<file path="config.mk">
export PLATFORM = sky130hd
export DESIGN_NAME = shift_ex_stage
export DESIGN_NICKNAME = d
export VERILOG_FILES = /design/src/rtl/shift_ex_stage.sv
export SDC_FILE = /design/constraint.sdc
export NUM_CORES = 1
export LEC_CHECK = 0
export BUFFER_PORTS_ARGS = -buffer_cell sky130_fd_sc_hd__clkbuf_2
export CORE_MARGIN = 2
export CORE_UTILIZATION = 62
export CTS_BUF_LIST = sky130_fd_sc_hd__clkbuf_4
export DETAILED_ROUTE_END_ITERATION = 8
export MAX_ROUTING_LAYER = met4
export PLACE_DENSITY = 0.95
export SKIP_LAST_GASP = 1
export SLEW_MARGIN = 20
export SYNTH_ARGS = -nofsm -noshare
export SYNTH_HDL_FRONTEND = slang
export SYNTH_SLANG_ARGS = --single-unit
</file>
<file path="constraint.sdc">
create_clock -name clk -period 2.3 [get_ports clk]
set_clock_uncertainty 0.05 [all_clocks]
set_input_delay 0 -clock clk [delete_from_list [all_inputs] [get_ports clk]]
set_output_delay 0 -clock clk [all_outputs]
set_load 0.005 [all_outputs]
</file>
<file path="src/rtl/shift_ex_stage.sv">
// Shift execute stage: SHL/SHR/SAR on a byte/word/dword field with x86-style flags.
// One-entry output register with valid/ready handshake and an accepted-op counter.
module shift_ex_stage #(
  parameter int CNT_W = 16
) (
  input  logic             clk,
  input  logic             rst,
  input  logic             in_valid,
  output logic             in_ready,
  input  logic [1:0]       in_op,
  input  logic [1:0]       in_opSize,
  input  logic [31:0]      in_data,
  input  logic [7:0]       in_count,
  output logic             out_valid,
  input  logic             out_ready,
  output logic [31:0]      out_data,
  output logic             out_cf,
  output logic             out_zf,
  output logic             out_sf,
  output logic             out_of,
  output logic             out_flags_we,
  output logic [CNT_W-1:0] op_cnt
);

  localparam logic [1:0] OP_SHR = 2'b01;
  localparam logic [1:0] OP_SAR = 2'b10;

  logic        accept;
  logic [4:0]  cnt;
  logic [5:0]  cnt6;
  logic [5:0]  n;
  logic [4:0]  msb_idx;
  logic [31:0] mask;
  logic [31:0] field;
  logic [31:0] ext;
  logic [31:0] res_f;
  logic [31:0] res;
  logic        sign;
  logic        res_msb;
  logic        cf;
  logic        zf;
  logic        of;

  assign in_ready = !out_valid | out_ready;
  assign accept   = in_valid & in_ready;

  always_comb begin
    cnt  = in_count[4:0];
    cnt6 = {1'b0, cnt};
    case (in_opSize)
      2'b00:   begin n = 6'd8;  mask = 32'h0000_00FF; end
      2'b01:   begin n = 6'd16; mask = 32'h0000_FFFF; end
      default: begin n = 6'd32; mask = 32'hFFFF_FFFF; end
    endcase
    msb_idx = 5'(n - 6'd1);
    field   = in_data & mask;
    sign    = in_data[msb_idx];
    // Sign-extend the field across all 32 bits so >>> fills with the field's sign.
    ext     = field | (sign ? ~mask : 32'h0);
    case (in_op)
      OP_SHR:  res_f = field >> cnt;
      OP_SAR:  res_f = $unsigned($signed(ext) >>> cnt);
      default: res_f = field << cnt;
    endcase
    res     = (in_data & ~mask) | (res_f & mask);
    res_msb = res[msb_idx];
    zf      = ((res & mask) == 32'h0);

    if (cnt6 > n)
      cf = (in_op == OP_SAR) ? sign : 1'b0;
    else if (in_op == OP_SHR || in_op == OP_SAR)
      cf = in_data[5'(cnt6 - 6'd1)];
    else
      cf = in_data[5'(n - cnt6)];

    if (cnt == 5'd1) begin
      case (in_op)
        OP_SHR:  of = sign;
        OP_SAR:  of = 1'b0;
        default: of = res_msb ^ cf;
      endcase
    end else begin
      of = 1'b0;
    end
  end

  always_ff @(posedge clk or posedge rst) begin
    if (rst) begin
      out_valid    <= 1'b0;
      out_data     <= 32'h0;
      out_cf       <= 1'b0;
      out_zf       <= 1'b0;
      out_sf       <= 1'b0;
      out_of       <= 1'b0;
      out_flags_we <= 1'b0;
      op_cnt       <= '0;
    end else begin
      if (accept) begin
        out_valid <= 1'b1;
        op_cnt    <= op_cnt + CNT_W'(1);
        if (cnt == 5'd0) begin
          out_data     <= in_data;
          out_cf       <= 1'b0;
          out_zf       <= 1'b0;
          out_sf       <= 1'b0;
          out_of       <= 1'b0;
          out_flags_we <= 1'b0;
        end else begin
          out_data     <= res;
          out_cf       <= cf;
          out_zf       <= zf;
          out_sf       <= res_msb;
          out_of       <= of;
          out_flags_we <= 1'b1;
        end
      end else if (out_ready) begin
        out_valid <= 1'b0;
      end
    end
  end

endmodule

</file>
==> results of run 1 <==
metrics by stage:
step,setup slack [ns],hold WS [ns],std cells,util
after floorplan,-0.554,0.0584,1144,-
after global placement,-0.771,-0.114,1684,0.844
after detailed placement,-1.01,-0.0838,1684,0.844
after CTS,-0.106,0.0329,1706,0.885
kinds of logic after synthesis:
family / after synthesis / share of synthesized area
xor gates and xnor gates: 19 / 0.0198
buffers and inverters: 138 / 0.0817
DFF: 54 / 0.149
adders and majority gates: 8 / 0.0107
and+or+nand+nor: 371 / 0.196
muxes: 155 / 0.241
AOI/OAI and AO/OA: 399 / 0.302
repair_timing:
item                       CTS
hold buffers                 3
setup endpoints to repair   34
gates resized for setup     92
gates cloned                 1
hold endpoints to repair    55
setup buffers               10
pin swaps                   26
per-layer routing:
| metal | overflow | track usage |
|---|---|---|
| met5 | - | - |
| met4 | 234 | 1.03 |
| met3 | 74 | 0.861 |
| met2 | 710 | 1.19 |
| met1 | 89 | 0.928 |
==> impl_metrics.toml, run 1 <==
[die]
die_w_um = 125
num_rows = 44
start_util = 0.631
fp.dieH_um = 125
io_pins = 103

[global_routing]
grt_pass1_wl_um = 117000
grt_max_degree = 49
grt_pass1_vias = 17486
grt_usage = 1.00
grt_overflow = 1107

[logic_synthesis]
yosysUniqueCellTypes = 95
synthesis.instances = 1144
yosysTopAreaCellShare = 0.149
synthArstFlopShare = 1.00
synth_common_cells = "115 x nand2_1, 90 x nor2_1, 85 x o21ai_0"
syn-cell-area_um2 = 9100
synth_seq_cells = 54
synth_seq_area_share = 0.149
synth-main-ff-cell = "dfrtp_1"
syn_nets = 1199
ys_warn_count = 0
synth_top_cell_by_area = "dfrtp_1"
synth-edff-count = 0
yosysMostFrequentCell = "nand2_1"
syn_avg_cell_area_um2 = 7.95
yosys-top-cells-area = "dfrtp_1 15%, mux4_2 11%, mux2i_1 7.8%, nand2_1 4.7%, o21ai_0 4.7%"

[placement]
gp_congestion = 1.49
dpl.hpwl_um = 44300
postPlaceCellArea_um2 = 12200
portBuffers = 99

[clock_network]
cts.sinks = 54
cts_root_buffer = "clkbuf_4"
max-clock-path-buffers = 2
numCtsBuffers = 5
ctsHtreeMaxLevel = 2

[outcome]
status = "aborted with a tool error"
tool.error = "[ERROR GRT-0116] Global routing finished with congestion. Check the congestion regions in the DRC Viewer."
haltStage = "5_1_grt"
==> inputs of run 2 (changes only) <==
- CORE_UTILIZATION: 62 -> 40
- CTS_BUF_LIST: sky130_fd_sc_hd__clkbuf_4 -> default
- MAX_ROUTING_LAYER: met4 -> default
- PLACE_DENSITY: 0.95 -> default
- PLACE_DENSITY_LB_ADDON: default -> 0.15
==> impl_metrics.toml, run 2 <==
[die]
num_rows = 55
die_area_um2 = 24000
fp.dieH_um = 155
start_util = 0.404
io_pins = 103
core-area_um2 = 22500
die_w_um = 155

[clock_network]
clk_latency_ns = 0.31
cts.clk_slew.worst_paths_ns = 0.08
ctsHtreeMaxLevel = 2
cts.sinks = 54
cts_root_buffer = "clkbuf_16"
numCtsBuffers = 5
cts_tree = "yes"
max-clock-path-buffers = 2

[worst_setup_path]
worstPathCellList = "buf_8 > buf_4 > o21bai_1 > buf_4 > nor2_1 > a21o_1 > mux4_2 > o221ai_2 > o21ai_0 > nor3_2 > a31o_1 > a32o_1"
crit_path_end_kind = "flip-flop"
cp-start-kind = "input port"
cp_top_family = "compound AO/OA/AOI/OAI gates"
path_class = "in2reg"
crit_required_ns = 2.50
arrival_ns = 2.89
worst_path_max_delay_cell = "mux4_2"
cp_num_buf_inv = 3
worst-path-max-fanout = 11
slowest_delay_ns = 0.52
timing.critical_path.mode_cell = "buf_4"

[logic_synthesis]
synth_top_cell_by_area = "dfrtp_1"
syn-cell-area_um2 = 9100
synthesis.instances = 1144
yosysMostFrequentCell = "nand2_1"
yosys-top-cells-area = "dfrtp_1 15%, mux4_2 11%, mux2i_1 7.8%, nand2_1 4.7%, o21ai_0 4.7%"
synth_seq_area_share = 0.149
syn_avg_cell_area_um2 = 7.95
yosysTopAreaCellShare = 0.149
ys_warn_count = 0
syn_nets = 1199
synth-main-ff-cell = "dfrtp_1"
synth_seq_cells = 54
synth-edff-count = 0
yosysUniqueCellTypes = 95
synth_common_cells = "115 x nand2_1, 90 x nor2_1, 85 x o21ai_0"
synthArstFlopShare = 1.00

[timing]
fmax_mhz = 371
maxSlewViolCount = 0
tightestPinTransition_ns = 0.590
fin_crit_sh = 1.17
setup_violations = 13
slew_headroom = 0.602
hold_slack_ns = 0.0906
hold_viol = 0
rsz0062_at_grt = "true"
period_minus_slack_ns = 2.70
postLayoutSetupSlackWorst_ns = -0.396

[job]
drv_cap = 0

[global_routing]
grt_overflow = 0
grt_pass1_vias = 12388
grt_pass1_wl_um = 82400
grt_usage = 0.470
antenna_found_initial = 1
grt_max_degree = 31

[layout]
fin_area_um2 = 14800
final_cell_mix = "481 x buf_4, 111 x nand2_1, 95 x clkbuf_2"
area_delta_synth_final_pct = 62.4
largest_reg_flops = 32
largestRegisters = "out_data: 32 flops, op_cnt: 16 flops"
final_net_count = 1715
drive_gt1_frac = 0.525
final_common_cell = "buf_4"
regMostFlops = "out_data"

[route]
drc = 1
drt_pass1_iterations = 8
avgViaCountPerCell = 6.67
postRouteAntennaNets = 0
via_count = 12983
drt_wl_total_um = 57300
drt_iter0_markers = 1873
wl_per_cell_um = 29.5

[power]
power_leakage_uw = 0.00658
p_per_area_nw_per_um2 = 419
ir_drop_uv = 267

[outcome]
status = "finished with violations"
violations = "DRC, setup timing"

[placement]
dpl.hpwl_um = 46100
postPlaceCellArea_um2 = 13400
post-place-ws_ns = -0.904
gp_congestion = 1.12
portBuffers = 99

[worst_hold_path]
hp-class = "in2reg"
==> run 2: where the power goes <==
part           leakage, uW  switching [uW]  internal (uW)  total [uW]
clock            0.0000748             390            415         805
sequential        0.000684             138           1110        1250
combinational      0.00582            2200           1940        4140
==> run 2: kinds of logic after synthesis <==
group | Yosys count | share of synthesized area
compound gates | 399 | 0.302
xor+xnor | 19 | 0.0198
fa+ha+maj | 8 | 0.0107
buf+inv | 138 | 0.0817
flops | 54 | 0.149
mux | 155 | 0.241
simple gates | 371 | 0.196
==> run 2: final timing paths <==
kind,start,endpoint,slack (ns),cells after the start
worst min-delay path,in_data[24],out_data[24]$_DFFE_PP0P_,0.09,4
worst min register to register,out_data[7]$_DFFE_PP0P_,out_data[7]$_DFFE_PP0P_,0.43,2
worst max register to register,out_valid$_DFFE_PP0P_,op_cnt[15]$_DFFE_PP0P_,0.22,8
max in group asynchronous,rst,out_data[17]$_DFFE_PP0P_,1.21,4
min in group asynchronous,rst,op_cnt[1]$_DFFE_PP0P_,0.22,3
worst max-delay path,in_opSize[0],out_zf$_DFFE_PP0P_,-0.40,12
==> run 2: repair_timing <==
| item | in CTS | in global routing |
|---|---|---|
| setup endpoints to repair | 31 | 29 |
| setup buffers | 21 | 18 |
| cloned | 1 | 1 |
| pin swaps | 27 | 38 |
| hold buffers | 3 | 0 |
| endpoints found under the hold margin | 30 | 0 |
| resized for setup | 108 | 100 |
==> run 2: per-stage QoR <==
stage	setup TNS [ns]	std cells	utilization	total power [uW]
2_1_floorplan	-5.67	1144	-	2890
3_3_place_gp	-15.14	1899	0.593	4790
3_5_place_dp	-15.50	1899	0.593	4810
4_1_cts	-1.19	1932	0.632	5870
5_1_grt	-2.58	1947	0.657	6410
6_report	-1.61	1947	0.657	6190
==> run 2: area by class of cell <==
| cell class | instances | area, um^2 |
|---|---|---|
| clock buffer | 5 | 125 |
| timing repair buffer | 630 | 4980 |
| inverter | 17 | 66.3 |
| tap | 285 | 357 |
| clock inverter | 3 | 26.3 |
| antenna | 1 | 2.50 |
| sequential | 54 | 1350 |
| fill | 1913 | 7730 |
| multi-input combinational | 952 | 7870 |
==> run 2: worst reg2reg max path: cells and delay by family (launching register included) <==
kind | cells | cell delay, ns
and+or+nand+nor | 7 | 1.37
DFF | 1 | 0.39
xor gates and xnor gates | 1 | 0.18
==> run 2: metal layers <==
| layer | track usage | up-vias | wire [um] | part of all wire |
|---|---|---|---|---|
| met2 | 0.696 | 1066 | 24000 | 0.42 |
| met4 | 0.284 | 2 | 4370 | 0.076 |
| met1 | 0.602 | 6192 | 22000 | 0.38 |
| met5 | 0 | - | 69 | 0.0012 |
| li1 | - | 5453 | - | - |
| met3 | 0.140 | 270 | 6970 | 0.12 |
Note: power is estimated with default switching activity, not from simulation.
==> inputs of run 3 (changes only) <==
- CAP_MARGIN: default -> 20
- RECOVER_POWER: default -> 50
- clock period: 2.3 -> 2.78 ns (I/O delays scaled with it)
==> impl_metrics.toml, run 3 (synthesis gave the netlist of run 2 again) <==
[power]
switching_share = 0.443
intPower_uw = 2590
combPwrFrac = 0.635
power_leakage_uw = 0.00573
p_clk_frac = 0.143
ir_drop_uv = 216
p_per_area_nw_per_um2 = 359
p_sw_uw = 2060
pwr-share-seq = 0.222

[route]
avgViaCountPerCell = 6.66
drc = 0
drt_wl_total_um = 53400
postRouteAntennaNets = 0
drt_iter0_markers = 1806
wl_per_cell_um = 29.2
via_count = 12168
drt_pass1_iterations = 8

[layout]
largestRegisters = "out_data: 32 flops, op_cnt: 16 flops"
drive_gt1_frac = 0.400
fin_util = 0.575
largest_reg_flops = 32
final_cell_mix = "386 x buf_4, 114 x nand2_1, 89 x nor2_1"
final_common_cell = "buf_4"
area_delta_synth_final_pct = 42.4
n_antenna_cell = 0
final_net_count = 1596
fin_area_um2 = 12900
fillers = 2128
regMostFlops = "out_data"

[clock_network]
max-clock-path-buffers = 2
clk_latency_ns = 0.31
numCtsBuffers = 5
cts.clk_slew.worst_paths_ns = 0.08
cts_tree = "yes"
cts.sinks = 54
ctsHtreeMaxLevel = 2
cts_root_buffer = "clkbuf_16"

[placement]
gp_congestion = 1.15
portBuffers = 99
postPlaceCellArea_um2 = 12500
dpl.hpwl_um = 43100
post-place-ws_ns = -0.386

[worst_setup_path]
crit_required_ns = 2.97
cp-start-kind = "input port"
path_class = "in2reg"
worst-path-max-fanout = 6
crit_path_end_kind = "flip-flop"
arrival_ns = 2.91

[timing]
tightestPinTransition_ns = 2.02
slew_headroom = -0.350
hold_slack_ns = 0.0234
postLayoutSetupSlackWorst_ns = 0.0646
fin_crit_sh = 0.977
maxSlewViolCount = 55
setup_violations = 0
fmax_mhz = 368
period_minus_slack_ns = 2.72
hold_viol = 0
rsz0062_at_grt = "false"
tns_ns = 0

[worst_hold_path]
hp-class = "in2reg"

[die]
num_rows = 55
core-area_um2 = 22500
die_area_um2 = 24000
io_pins = 103
die_w_um = 155
start_util = 0.404
fp.dieH_um = 155

[job]
drv_cap = 1

[global_routing]
antenna_found_initial = 1
grt_pass1_wl_um = 76600
grt_overflow = 0
grt_pass1_vias = 11158
grt_max_degree = 55
grt_usage = 0.434

[outcome]
status = "finished with violations"
violations = "capacitance limit, slew limit"
## run 3: cell count changes in the layout (fill, tap and decap cells not counted), moves of 10 or more
cell	before	now
clkbuf_2	95	66
a21oi_2	11	1
buf_12	27	15
mux2i_1	59	69
o21ai_1	22	6
a21oi_1	55	68
buf_4	481	386
o21ai_0	65	84
clkbuf_1	0	29
## run 3: worst max-delay path: stages
cell and delay (ns):
buf_2 0.14, nor2_4 0.12, inv_2 0.06, ha_4 0.29, buf_6 0.11, mux2_4 0.36, a22oi_2 0.22, buf_6 0.15
buf_12 0.11, o21ai_0 0.07, a21oi_1 0.26, a211oi_2 0.11, nor2_1 0.16, nand3_1 0.11, nor4_2 0.31, buf_4 0.16
a32o_1 0.14
## run 3: repair_timing
action	CTS	global route
hold endpoints to repair	55	0
resized for setup	5	32
gates cloned	0	2
hold buffers	3	0
endpoints found under the setup margin	1	3
pin swaps	2	17
buffers inserted	0	7
## run 3: through the flow
step | power [uW] | cells
CTS | 4520 | 1818
detailed placement | 3830 | 1807
finish | 4650 | 1827
floorplan | 2380 | 1144
global placement | 3820 | 1807
global route | 4840 | 1827
## run 3: power by group through the flow
stage	Sequential, uW	Combinational (uW)	Clock (uW)
2_1_floorplan	1040	1340	0
5_1_grt	1050	3080	702
4_1_cts	1030	2810	683
3_3_place_gp	1040	2780	0
3_5_place_dp	1050	2780	0
6_report	1030	2960	666
## run 3: routing by layer
layer	up-vias	wire, um	global-route usage
li1	5228	-	-
met1	5831	21300	0.598
met2	913	22600	0.662
met3	192	6020	0.0712
met4	4	3380	0.211
met5	-	80	0
## run 3: final cells by class
cell class,count,area (um^2),share of cell area
inverter,17,66.3,0.00512
clock inverter,3,28.8,0.00222
multi-input combinational,953,7240,0.559
clock buffer,5,125,0.00966
timing repair buffer,510,3780,0.292
tap,285,357,0.0275
sequential,54,1350,0.104
## run 3: worst paths after layout
| check | startpoint | to | slack (ns) | depth (start not counted) |
|---|---|---|---|---|
| max | in_opSize[0] | out_zf$_DFFE_PP0P_ | 0.06 | 17 |
| min | in_data[28] | out_data[28]$_DFFE_PP0P_ | 0.02 | 3 |
| max in group asynchronous | rst | out_data[16]$_DFFE_PP0P_ | 0.67 | 3 |
| max reg2reg | out_valid$_DFFE_PP0P_ | op_cnt[15]$_DFFE_PP0P_ | 0.70 | 8 |
| min in group asynchronous | rst | op_cnt[6]$_DFFE_PP0P_ | 0.84 | 3 |
| min reg2reg | out_data[6]$_DFFE_PP0P_ | out_data[6]$_DFFE_PP0P_ | 0.43 | 2 |
==> inputs of run 4 (changes only) <==
- CORE_UTILIZATION: 40 -> 45
- clock period: 2.78 -> 2.7 ns (I/O delays scaled with it)
==> impl_metrics.toml, run 4 (synthesis gave the netlist of run 2 again) <==
[placement]
dpl.hpwl_um = 44400
post-place-ws_ns = -0.468
postPlaceCellArea_um2 = 12900
gp_congestion = 1.12
portBuffers = 99

[clock_network]
cts_root_buffer = "clkbuf_16"
clk_latency_ns = 0.30
cts.sinks = 54
cts_tree = "yes"
max-clock-path-buffers = 2
numCtsBuffers = 5
ctsHtreeMaxLevel = 2
cts.clk_slew.worst_paths_ns = 0.08

[route]
drt_pass1_iterations = 8
wl_per_cell_um = 29.6
drt_wl_total_um = 54900
postRouteAntennaNets = 0
via_count = 12804
drc = 0
drt_iter0_markers = 2445
avgViaCountPerCell = 6.91

[worst_setup_path]
worst_path_max_delay_cell = "o21ai_0"
path_class = "in2reg"
timing.critical_path.mode_cell = "buf_4"
crit_required_ns = 2.88
worst-path-max-fanout = 6
arrival_ns = 2.91
cp-start-kind = "input port"
startpoint = "in_opSize[0]"
slowest_delay_ns = 0.40
worstPathCellList = "buf_8 > nor2_4 > inv_2 > ha_4 > mux2i_4 > o311ai_0 > buf_4 > o21a_1 > buf_4 > nor2_1 > o221ai_1 > o21ai_0 > and4_1 > a31o_1 > a32o_1"
timing.rr.start = "out_valid$_DFFE_PP0P_"
crit_path_end_kind = "flip-flop"

[timing]
slew_headroom = -0.334
postLayoutSetupSlackWorst_ns = -0.0305
setup_violations = 1
tightestPinTransition_ns = 2.00
hold_viol = 0
period_minus_slack_ns = 2.73
maxSlewViolCount = 55
fin_crit_sh = 1.01
rsz0062_at_grt = "true"
fmax_mhz = 366
hold_slack_ns = 0.0309

[layout]
final_cell_mix = "426 x buf_4, 114 x nand2_1, 87 x nor2_1"
final_common_cell = "buf_4"
final_net_count = 1638
largestRegisters = "out_data: 32 flops, op_cnt: 16 flops"
regMostFlops = "out_data"
n_antenna_cell = 0
fin_area_um2 = 13400
area_delta_synth_final_pct = 47.1
largest_reg_flops = 32
drive_gt1_frac = 0.432
fillers = 1708

[power]
power_leakage_uw = 0.00601
p_per_area_nw_per_um2 = 368
ir_drop_uv = 253
finalPower_uw = 4930

[global_routing]
grt_overflow = 0
grt_pass1_vias = 12080
grt_usage = 0.494
grt_pass1_wl_um = 78700
grt_max_degree = 55
antenna_found_initial = 0

[outcome]
violations = "capacitance limit, slew limit, setup timing"
status = "finished with violations"

[die]
io_pins = 103
start_util = 0.454
die_area_um2 = 21400
fp.dieH_um = 146
core-area_um2 = 20000
num_rows = 52
die_w_um = 146

[worst_hold_path]
min-delay-start = "out_ready"
hp-class = "in2reg"

[job]
drv_cap = 1
-- run 4: cell types whose count changed in the layout (fill, tap and decap cells not counted), moves of 3 or more --
cell / delta
buf_12: +7
buf_4: +40
buf_6: -3
clkbuf_1: -16
clkbuf_2: +17
mux2i_1: -4
o21ai_0: -3
o21ai_1: +3
-- run 4: power breakdown --
group	leakage, uW	internal [uW]	switching (uW)
sequential	0.000684	945	116
combinational	0.00525	1450	1740
clock	0.0000759	354	320
total	0.00601	2750	2170
-- run 4: area by class of cell --
type                            instances  area (um^2)  share of cell area
Sequential cell                        54         1350               0.101
Tap cell                              270          338              0.0252
Clock inverter                          3         28.8             0.00215
Clock buffer                            5          125             0.00935
Inverter                               17         66.3             0.00496
Multi-Input combinational cell        952         7270               0.543
Timing Repair Buffer                  553         4200               0.314
-- run 4: what timing repair did --
| item | CTS | global route |
|---|---|---|
| endpoints found under the setup margin | 4 | 11 |
| gates resized for setup | 8 | 46 |
| pin swaps | 0 | 16 |
| buffers inserted | 0 | 9 |
| hold buffers | 2 | 0 |
| endpoints found under the hold margin | 55 | 0 |
-- run 4: layer usage --
metal	routed length, um	track usage	up-vias
met2	23000	0.752	1249
met3	7530	0.110	281
met4	4180	0.267	0
met5	0	0	-
li1	-	-	5307
met1	20200	0.654	5967
-- run 4: worst paths after layout --
path / endpoint / slack, ns / cells after the start
setup / recovery: out_zf$_DFFE_PP0P_ / -0.03 / 15
hold / removal: out_valid$_DFFE_PP0P_ / 0.03 / 3
setup reg to reg: op_cnt[15]$_DFFE_PP0P_ / 0.59 / 8
hold reg to reg: out_data[18]$_DFFE_PP0P_ / 0.43 / 2
max in group asynchronous: op_cnt[6]$_DFFE_PP0P_ / 0.59 / 3
min in group asynchronous: out_data[0]$_DFFE_PP0P_ / 0.85 / 3
-- run 4: critical path, delay by kind of cell --
family / cells / cell delay, ns
mux: 1 / 0.28
simple gates: 3 / 0.54
fa+ha+maj: 1 / 0.31
compound gates: 6 / 1.27
buf+inv: 4 / 0.51
-- run 4: through the flow --
step	setup TNS (ns)	cells	utilization
2_1_floorplan	-0.225	1144	-
3_3_place_gp	-4.26	1835	0.646
3_5_place_dp	-5.02	1835	0.646
4_1_cts	-0.0398	1845	0.657
5_1_grt	-0.122	1854	0.668
6_report	-0.0305	1854	0.668
